## src/rtl/serial_subtractor_if.sv

```systemverilog
// Operand/result bundle for the bit-serial subtractor.
// The master side starts operations and the slave side produces results.
interface serial_subtractor_if #(
  parameter int unsigned WIDTH = 8
);
  logic             start;
  logic [WIDTH-1:0] a;
  logic [WIDTH-1:0] b;
  logic             bin;
  logic             busy;
  logic             done;
  logic [WIDTH-1:0] diff;
  logic             borrow_out;

  modport master (
    output start, a, b, bin,
    input  busy, done, diff, borrow_out
  );

  modport slave (
    input  start, a, b, bin,
    output busy, done, diff, borrow_out
  );
endinterface

```

## src/rtl/serial_subtractor.sv

```systemverilog
// Bit-serial a - b - bin: one bit per clock, LSB first, through a single full subtractor.
// Latency is WIDTH cycles from accept to the one-cycle done pulse.
module serial_subtractor #(
  parameter int unsigned WIDTH = 8
) (
  input  logic               clk,
  input  logic               rst_n,
  serial_subtractor_if.slave bus
);
  localparam int unsigned CW = $clog2(WIDTH);

  typedef enum logic [1:0] {
    IDLE = 2'd0,
    RUN  = 2'd1,
    DONE = 2'd2
  } state_t;

  state_t           state;
  logic [WIDTH-1:0] a_sr;
  logic [WIDTH-1:0] b_sr;
  logic             br;
  logic [CW-1:0]    cnt;

  logic d_c;
  logic br_next_c;

  // Full subtractor on the current LSBs of the operand shift registers.
  assign d_c       = a_sr[0] ^ b_sr[0] ^ br;
  assign br_next_c = (~a_sr[0] & b_sr[0]) | (~(a_sr[0] ^ b_sr[0]) & br);

  always_ff @(posedge clk or negedge rst_n) begin
    if (!rst_n) begin
      state          <= IDLE;
      a_sr           <= '0;
      b_sr           <= '0;
      br             <= 1'b0;
      cnt            <= '0;
      bus.busy       <= 1'b0;
      bus.done       <= 1'b0;
      bus.diff       <= '0;
      bus.borrow_out <= 1'b0;
    end else begin
      case (state)
        IDLE: begin
          if (bus.start) begin
            a_sr     <= bus.a;
            b_sr     <= bus.b;
            br       <= bus.bin;
            bus.diff <= '0;
            cnt      <= '0;
            bus.busy <= 1'b1;
            state    <= RUN;
          end
        end
        RUN: begin
          // Result bits enter at the MSB so bit 0 lands in place after WIDTH shifts.
          a_sr     <= a_sr >> 1;
          b_sr     <= b_sr >> 1;
          br       <= br_next_c;
          bus.diff <= {d_c, bus.diff[WIDTH-1:1]};
          cnt      <= cnt + CW'(1);
          if (cnt == CW'(WIDTH - 1)) begin
            bus.borrow_out <= br_next_c;
            bus.busy       <= 1'b0;
            bus.done       <= 1'b1;
            state          <= DONE;
          end
        end
        DONE: begin
          bus.done <= 1'b0;
          state    <= IDLE;
        end
        default: begin
          bus.busy <= 1'b0;
          bus.done <= 1'b0;
          state    <= IDLE;
        end
      endcase
    end
  end
endmodule

```

## src/flat_wrapper.sv

```systemverilog
// flat-port wrapper written by rule: the top's interface ports become plain ports
module serial_subtractor_flat 
#(
  parameter int unsigned WIDTH = 8
)
  (clk, rst_n, bus_start, bus_a, bus_b, bus_bin, bus_busy, bus_done, bus_diff, bus_borrow_out);
  serial_subtractor_if #(.WIDTH(WIDTH)) bus_i ();
  input  logic clk;
  input  logic rst_n;
  input wire logic [$bits(bus_i.start)-1:0] bus_start;
  input wire logic [$bits(bus_i.a)-1:0] bus_a;
  input wire logic [$bits(bus_i.b)-1:0] bus_b;
  input wire logic [$bits(bus_i.bin)-1:0] bus_bin;
  output wire logic [$bits(bus_i.busy)-1:0] bus_busy;
  output wire logic [$bits(bus_i.done)-1:0] bus_done;
  output wire logic [$bits(bus_i.diff)-1:0] bus_diff;
  output wire logic [$bits(bus_i.borrow_out)-1:0] bus_borrow_out;
  assign bus_i.start = bus_start;
  assign bus_i.a = bus_a;
  assign bus_i.b = bus_b;
  assign bus_i.bin = bus_bin;
  assign bus_busy = bus_i.busy;
  assign bus_done = bus_i.done;
  assign bus_diff = bus_i.diff;
  assign bus_borrow_out = bus_i.borrow_out;
  serial_subtractor #(.WIDTH(WIDTH)) u_core (.clk(clk), .rst_n(rst_n), .bus(bus_i));
endmodule
```

## config.mk

```make
export PLATFORM = sky130hd
export DESIGN_NAME = serial_subtractor_flat
export DESIGN_NICKNAME = d
export VERILOG_FILES = /design/src/rtl/serial_subtractor_if.sv /design/src/rtl/serial_subtractor.sv /design/src/flat_wrapper.sv
export SDC_FILE = /design/constraint.sdc
export NUM_CORES = 1
export LEC_CHECK = 0
export BUFFER_PORTS_ARGS = -buffer_cell sky130_fd_sc_hd__buf_2
export CORE_UTILIZATION = 25
export DETAILED_ROUTE_END_ITERATION = 8
export PLACE_DENSITY = 0.46
export SYNTH_ARGS = -nofsm -noshare
export SYNTH_HDL_FRONTEND = slang
export SYNTH_SLANG_ARGS = --single-unit
```

## constraint.sdc

```tcl
create_clock -name clk -period 1.2 [get_ports clk]
set_input_delay 0.12 -clock clk [delete_from_list [all_inputs] [get_ports clk]]
set_output_delay 0.12 -clock clk [all_outputs]
set_load 0.05 [all_outputs]
```

==> results of run 1 <==
[logic make-up after synthesis]
group	Yosys count	synth area share (%)
AND/OR/NAND/NOR	49	14.4
flip-flops	33	55.1
multiplexers	1	0.752
AO/OA/AOI/OAI	34	20.8
adder cells (fa/ha/maj)	3	3.01
buffers and inverters	15	5.93
[registers in the layout (all words and copies together) (netlist names)]
signal,cells
u_core.state,2
u_core.cnt,3
u_core.a_sr,8
u_core.bus.borrow_out,1
u_core.bus.diff,8
u_core.b_sr,8
u_core.bus.busy,1
u_core.bus.done,1
u_core.br,1
[final timing paths]
| kind | endpoint | start | slack [ps] |
|---|---|---|---|
| max | u_core.br | u_core.state[0] | -5 |
| min | u_core.b_sr[7] | bus_b[7] | 70 |
| max reg2reg | u_core.br | u_core.state[0] | -5 |
| min reg2reg | u_core.bus.borrow_out | u_core.bus.borrow_out | 490 |
| max in group asynchronous | u_core.b_sr[6] | rst_n | 500 |
| min in group asynchronous | u_core.bus.diff[5] | rst_n | 280 |
[worst max-delay path: stages (launching register included)]
cell and delay (ps):
dfrtp_1 390, buf_6 130, buf_4 180, nor4b_2 310, a221oi_2 60
[per-stage QoR]
step	instance area (um^2)	hold slack, ps	setup TNS, ps
after floorplan	1500	-176	0
after global placement	1790	47.6	-1230
after detailed placement	1790	54.6	-2150
after CTS	2030	53.6	-52.3
after global routing	2180	55.4	-340
final	2180	65.4	-6.94
[area by class of cell]
type	instances	area (um^2)	share of cell area (%)
flip-flops and latches	33	827	37.9
multi-input cells	88	793	36.3
repair buffers	52	358	16.4
clock buffers	7	96.3	4.41
well taps	72	90.1	4.12
inverters	4	15.0	0.687
clock inverters	1	5.00	0.229
[repair_timing]
item	4_1_cts	5_1_grt
buffers inserted	2	5
endpoints found under the hold margin	14	0
resized for setup	26	28
cloned	1	0
setup endpoints to repair	29	28
pin swaps	2	6
hold buffers	1	0
[cell usage after synthesis, types with 2 or more instances]
cell type / instances
buf_6: 2
buf_4: 3
nor3_1: 14
a211oi_2: 8
ha_1: 2
inv_1: 4
a21oi_1: 2
dfrtp_1: 33
buf_2: 5
nor2_1: 30
a22o_1: 12
a211oi_1: 6
[per-layer routing]
metal  vias to the layer above  routed length [um]  share of wire [%]  track usage [%]
li1                        578                   -                  -                -
met1                       616                1610                 44             15.9
met2                        31                1840                 51             19.7
met3                         5                 140                3.8             3.43
met4                         0                  47                1.3             6.18
met5                         -                   0                  0                0
[cell usage in the layout, fill, tap and decap left out]
master	netlist	layout
o21a_1	1	1
inv_2	0	2
clkinv_2	0	1
ha_2	0	1
clkbuf_8	0	7
dfrtp_2	0	1
buf_6	2	4
nor3_4	0	1
a221oi_2	0	1
buf_12	0	2
ha_1	2	1
dfrtp_1	33	32
o21ba_4	1	2
nor2_1	30	16
o21ai_0	1	1
nand3b_1	1	1
nand2b_4	0	1
nor3_1	14	1
a211oi_2	8	12
a21oi_1	2	2
inv_1	4	2
o21bai_1	1	1
nor2_2	0	7
nor2_4	0	7
fa_2	0	1
buf_4	3	15
o22ai_1	1	1
nor4b_2	0	1
a22o_1	12	12
nor3_2	0	12
nor2b_4	0	1
a211oi_1	6	2
nand2_1	1	1
dlygate4sd3_1	0	1
buf_2	5	30
mux2_2	1	1
[power groups by stage]
stage	Clock (uW)	Sequential (uW)	Combinational, uW
after floorplan	0	2430	1350
after global placement	0	1910	2430
after detailed placement	0	1930	2500
after CTS	951	1950	2710
after global routing	996	2050	3220
final	917	1990	2980
==> flow_summary.toml, run 1 <==
[cells_and_area]
syn2layout_area_growth_pct = 45.9
final_cells = 257
utilization_pct = 38.7
final_layout_size_suffix_gt1_share_pct = 59.5
nets = 207
n_fill_cell = 556
n_antenna_cell = 0

[power]
power_switching_uw = 2450
p_leak_uw = 0.000991
power.total_uw = 5880
combPwrFrac_pct = 50.6
p_sw_share_pct = 41.7
clockPowerShare_pct = 15.6
powerDensity_mw_per_mm2 = 2690
intPower_uw = 3430
ir_drop_mv = 1.23
pwr-share-seq_pct = 33.8

[logic_synthesis]
synth_edf_count = 0
yosysWarningCount = 0
synth-main-ff-cell = "dfrtp_1"
ys_seq_area_share_pct = 55.1
yosysUniqueCellTypes = 26
synth_top_area_share_pct = 55.1
synthCells = 135
syn_area_mm2 = 0.00150
synth-seq-cells = 33
syn_nets = 158
ys_top_cells_by_area = "dfrtp_1, nor2_1, a22o_1"
synth_area_leader_cell = "dfrtp_1"
avgSynthCellArea_um2 = 11.1
synthArstFlopShare_pct = 100

[critical_path]
critPathCaptureType = "register"
cp_max_fo = 10
crit_required_ps = 1350
crit_type = "register to register"
start_kind = "register"
worstRegToRegCells = 4
cp.arrival_ps = 1360

[floorplanning]
core_area_mm2 = 0.00564
rows = 27
die_h_um = 79.4
start_util_pct = 26.5
dieArea_mm2 = 0.00630
io_pins = 31
fp.dieW_um = 79.4

[detailed_routing]
drt_iter0_markers = 35
drtAntennaViolNets = 0
vias = 1230
routed_wl_mm = 3.64
route.detailed.drc = 0
via_per_inst = 4.79
drtPass1Iterations = 4
wire_per_inst_um = 14.2

[place]
dp_slack_ps = -172
dp_cells = 240
place_hpwl_mm = 2.30
gp_congestion = 0.707
portBuffers = 30

[timing]
finalWorstSetupSlack_ps = -5.25
clock_skew_ps = 5.32
hold_viol = 0
rsz0062_at_grt = "yes"
maxSlewHeadroom_pct = 76.2
worstMarginPinSlew_ps = 357
setup_violations = 2
period_minus_slack_ps = 1210
fmax_mhz = 830
period_share_pct = 100
drv_slew = 0

[clock_network]
clk_pin_slew_ps = 70
root_buffer = "clkbuf_8"
cts_buffer_depth = 2
cts.sink_count = 33
clock_latency_ps = 280
numCtsBuffers = 5
cts_tree = "yes"
cts_htree_levels = 2

[flow_run]
maxCapViolations = 0

[grt]
grt_usage_pct = 12.6
grt_start_max_net_pins = 20
antenna_found_initial = 0
grt_pass1_wl_mm = 5.93
overflow = 0
grt_pass1_vias = 1190

[min_path]
holdCritPathClass = "input pin to register"
whs_path_depth = 2

[status]
violations = "setup timing"
status = "finished with violations"
Power figures use the tool's default switching activity.
==> run 2, diff against run 1 <==
--- a/config.mk
+++ b/config.mk
@@ -7,6 +7,7 @@
 export LEC_CHECK = 0
 export BUFFER_PORTS_ARGS = -buffer_cell sky130_fd_sc_hd__buf_2
 export CORE_UTILIZATION = 25
+export CTS_BUF_LIST = sky130_fd_sc_hd__clkbuf_16
 export DETAILED_ROUTE_END_ITERATION = 8
 export PLACE_DENSITY = 0.46
 export SYNTH_ARGS = -nofsm -noshare
==> run 2 against run 1 <==
Against the previous run:
- the run still ends with setup timing left
- worst hold slack better by 7.3 ps
- clock skew decreased by 3.5 ps
- critical path depth is 1 lower
==> flow_summary.toml, run 2 (same netlist as run 1, synthesis figures left out) <==
[detailed_routing]
drtAntennaViolNets = 0
wire_per_inst_um = 14.0
routed_wl_mm = 3.55
vias = 1227
route.detailed.drc = 0
drt_iter0_markers = 38
drtPass1Iterations = 4
via_per_inst = 4.83

[critical_path]
cp_top_family = "adder cells"
crit_type = "register to register"
critPathCaptureType = "register"
cp.arrival_ps = 1370
cpMaxStageDelayCell = "fa_2"
crit_path_start = "u_core.b_sr[0]"
rrSetupSlack_ps = -10
worst-path-buf-inv = 1
r2r_end = "u_core.bus.diff[7]"
worstRegToRegCells = 3
endpoint = "u_core.bus.diff[7]"
slowest_delay_ps = 430
cp_max_fo = 2
path_cells = "inv_2 -> fa_2 -> a22o_1"
start_kind = "register"
r2r-start = "u_core.b_sr[0]"
crit_required_ps = 1360
crit_cells = 3

[floorplanning]
dieArea_mm2 = 0.00630
io_pins = 31
rows = 27
die_h_um = 79.4
start_util_pct = 26.5
fp.dieW_um = 79.4
core_area_mm2 = 0.00564

[clock_network]
cts_htree_levels = 2
cts.sink_count = 33
cts_tree = "yes"
cts_buffer_depth = 2
numCtsBuffers = 5
root_buffer = "clkbuf_16"
clock_latency_ps = 270
clk_pin_slew_ps = 50

[timing]
rsz0062_at_grt = "yes"
fmax_mhz = 826
maxSlewHeadroom_pct = 75.8
clock_skew_ps = 1.79
period_share_pct = 101
setup_violations = 2
drv_slew = 0
hold_viol = 0
finalSetupTns_ps = -11.5
finalWorstSetupSlack_ps = -9.98
worstMarginPinSlew_ps = 363
period_minus_slack_ps = 1210

[grt]
grt_pass1_wl_mm = 5.84
grt_usage_pct = 12.5
grt_pass1_vias = 1176
grt_start_max_net_pins = 20
antenna_found_initial = 0
overflow = 0

[status]
violations = "setup timing"
status = "finished with violations"

[power]
ir_drop_mv = 1.17
p_leak_uw = 0.00100
powerDensity_mw_per_mm2 = 2780

[min_path]
holdCritPathClass = "input pin to register"

[place]
gp_congestion = 0.707
dp_cells = 240
dpl_cell_area_mm2 = 0.00179
place_hpwl_mm = 2.30
portBuffers = 30

[cells_and_area]
n_antenna_cell = 0
layout_common_cells = "dfrtp_1, buf_2, nor2_1"
final_cell_area_mm2 = 0.00219
syn2layout_area_growth_pct = 46.4
n_fill_cell = 550
final_layout_size_suffix_gt1_share_pct = 58.8
top_regs = "u_core.a_sr: 8 flops, u_core.b_sr: 8 flops, u_core.bus.diff: 8 flops"
nets = 204
final_common_cell = "dfrtp_1"
final_cells = 254

[flow_run]
maxCapViolations = 0
[run 2: final cells by class]
class | instances | area [um^2] | share of cell area [%]
Inverter | 4 | 15.0 | 0.685
Multi-Input combinational cell | 88 | 779 | 35.6
Clock buffer | 5 | 125 | 5.71
Clock inverter | 3 | 12.5 | 0.571
Tap cell | 72 | 90.1 | 4.11
Sequential cell | 33 | 827 | 37.7
Timing Repair Buffer | 49 | 343 | 15.6
[run 2: worst register-to-register path, delay by kind of cell, from the launching register on]
family | cells | cell delay, ps
flops | 1 | 380
buf+inv | 1 | 60
fa+ha+maj | 1 | 430
compound gates | 1 | 220
[run 2: worst min path at each step]
stage | cells after the start | end | from
after floorplan | 0 | u_core.a_sr[0] | rst_n
after global placement | 1 | u_core.bus.diff[6] | rst_n
after detailed placement | 1 | u_core.bus.diff[5] | rst_n
after CTS | 2 | u_core.b_sr[7] | bus_b[7]
after global routing | 2 | u_core.b_sr[7] | bus_b[7]
final | 2 | u_core.b_sr[7] | bus_b[7]
[run 2: report_power, final]
group / internal, uW / switching (uW)
logic: 1280 / 1660
registers: 1630 / 347
clock network: 748 / 440
[run 2: through the flow]
step	hold slack, ps	worst slack [ps]	power [uW]	util (%)
global route	68.8	-44.0	6480	38.9
detailed placement	54.6	-172	4430	31.8
floorplan	-176	38.5	3780	-
finish	72.6	-9.98	6100	38.9
global placement	47.6	-117	4340	31.8
CTS	64.6	-3.81	5820	36.0
[run 2: timing repair]
action | in CTS | in global routing
pin swaps | 1 | 6
gates resized for setup | 19 | 34
cloned | 1 | 0
endpoints found under the setup margin | 29 | 28
endpoints found under the hold margin | 14 | 0
buffers inserted | 0 | 4
hold buffers | 1 | 0
[run 2: routing by layer]
metal	global-route usage [%]	wire, um	vias up	share of wire [%]
li1	-	-	576	-
met1	15.5	1550	610	44
met4	6.73	65	0	1.8
met5	0	0	-	0
met3	3.77	161	7	4.5
met2	19.3	1770	34	50
==> run 3, diff against run 2 <==
--- a/config.mk
+++ b/config.mk
@@ -6,10 +6,12 @@
 export NUM_CORES = 1
 export LEC_CHECK = 0
 export BUFFER_PORTS_ARGS = -buffer_cell sky130_fd_sc_hd__buf_2
+export CORE_MARGIN = 4
 export CORE_UTILIZATION = 25
 export CTS_BUF_LIST = sky130_fd_sc_hd__clkbuf_16
 export DETAILED_ROUTE_END_ITERATION = 8
 export PLACE_DENSITY = 0.46
+export SETUP_SLACK_MARGIN = 0.4
 export SYNTH_ARGS = -nofsm -noshare
 export SYNTH_HDL_FRONTEND = slang
 export SYNTH_SLANG_ARGS = --single-unit
==> run 3 against run 2 <==
Against the previous run:
- the flow still finishes with violations (setup timing)
- clock power barely moved
- clock-buffer cell count did not move
- global-route usage increased by 0.37 points
- final cell count grew 9.4%
==> flow_summary.toml, run 3 (same netlist as run 1, synthesis figures left out) <==
[status]
status = "finished with violations"
violations = "setup timing"

[power]
powerDensity_mw_per_mm2 = 2730
ir_drop_mv = 1.27
p_leak_uw = 0.00116

[clock_network]
cts.sink_count = 33
cts_tree = "yes"
clk_pin_slew_ps = 50
cts_htree_levels = 2
clock_latency_ps = 280
root_buffer = "clkbuf_16"
numCtsBuffers = 5
cts_buffer_depth = 2

[timing]
worstMarginPinSlew_ps = 301
drv_slew = 0
maxSlewHeadroom_pct = 79.9
hold_slack_ps = 71.1
period_share_pct = 102
finalWorstSetupSlack_ps = -25.0
hold_viol = 0
rsz0062_at_grt = "yes"
period_minus_slack_ps = 1230
clock_skew_ps = 1.49
setup_violations = 11
fmax_mhz = 816
finalSetupTns_ps = -151

[cells_and_area]
final_layout_size_suffix_gt1_share_pct = 64.6
n_antenna_cell = 0
final_cell_area_mm2 = 0.00263
final_common_cell = "dfrtp_1"
layout_common_cells = "dfrtp_1, buf_6, buf_4"
top_regs = "u_core.a_sr: 8 flops, u_core.b_sr: 8 flops, u_core.bus.diff: 8 flops"
syn2layout_area_growth_pct = 75.3
nets = 229
utilization_pct = 46.5
final_cells = 278

[grt]
grt_start_max_net_pins = 30
grt_usage_pct = 12.8
overflow = 0
grt_pass1_wl_mm = 7.31
antenna_found_initial = 0
grt_pass1_vias = 1515

[place]
place_hpwl_mm = 2.59
gp_congestion = 0.670
dp_cells = 239
dpl_cell_area_mm2 = 0.00193
portBuffers = 30

[detailed_routing]
m1WireLength_mm = 1.77
met3_length_um = 168
route.detailed.drc = 0
drt_iter0_markers = 31
routed_wl_mm = 4.24
route.met2.wl_mm = 2.22
top_layer = "met4"
via_per_inst = 4.80
drtPass1Iterations = 4
vias = 1335
drtAntennaViolNets = 0
wire_per_inst_um = 15.2

[floorplanning]
start_util_pct = 26.5
core_area_mm2 = 0.00564
die_h_um = 85.4
rows = 27
io_pins = 31
fp.dieW_um = 85.4
dieArea_mm2 = 0.00729

[min_path]
holdCritPathClass = "input pin to register"

[critical_path]
start_kind = "register"
cp_max_fo = 7
critPathCaptureType = "register"
cp.arrival_ps = 1420
crit_required_ps = 1390
crit_type = "register to register"

[flow_run]
maxCapViolations = 0
run 3: area by class of cell:
type / instances / area (um^2)
inverters: 4 / 15.0
clock inverters: 2 / 7.51
well taps: 72 / 90.1
clock buffers: 5 / 125
flip-flops and latches: 33 / 827
multi-input cells: 89 / 883
repair buffers: 73 / 677
fillers: 529 / 3020
run 3: repair_timing:
action	CTS	global route
gates cloned	3	0
hold buffers	1	0
setup buffers	23	5
endpoints found under the hold margin	15	0
setup endpoints to repair	44	62
gates resized for setup	71	9
pin swaps	19	3
run 3: through the flow:
step	total power (uW)	setup slack (ps)
detailed placement	4620	-234
floorplan	3970	64.4
global route	7580	-61.4
CTS	7050	-13.5
global placement	4500	-119
finish	7170	-25.0
run 3: final timing paths:
check | cells after the start | endpoint | from | slack (ps)
hold reg to reg | 1 | u_core.b_sr[7] | u_core.b_sr[7] | 510
min in group asynchronous | 2 | u_core.bus.diff[6] | rst_n | 270
max in group asynchronous | 3 | u_core.b_sr[4] | rst_n | 560
setup reg to reg | 4 | u_core.a_sr[0] | u_core.state[1] | -30
setup / recovery | 4 | u_core.a_sr[0] | u_core.state[1] | -30
hold / removal | 2 | u_core.b_sr[7] | bus_b[7] | 70
run 3: critical path: stages (launching register included):
cell and delay, ps:
dfrtp_2 430, buf_6 140, o21ba_4 320, nor2_1 70, a211oi_2 180
run 3: routing by layer:
metal  up-vias  global-route usage, %
met5         -                      0
met4         0                   5.04
met3         9                   2.62
met2        32                   22.8
met1       665                   15.0
li1        629                      -
run 3: where the power goes:
group | internal (uW) | switching [uW]
registers | 1630 | 369
logic | 2060 | 1930
clock network | 741 | 444
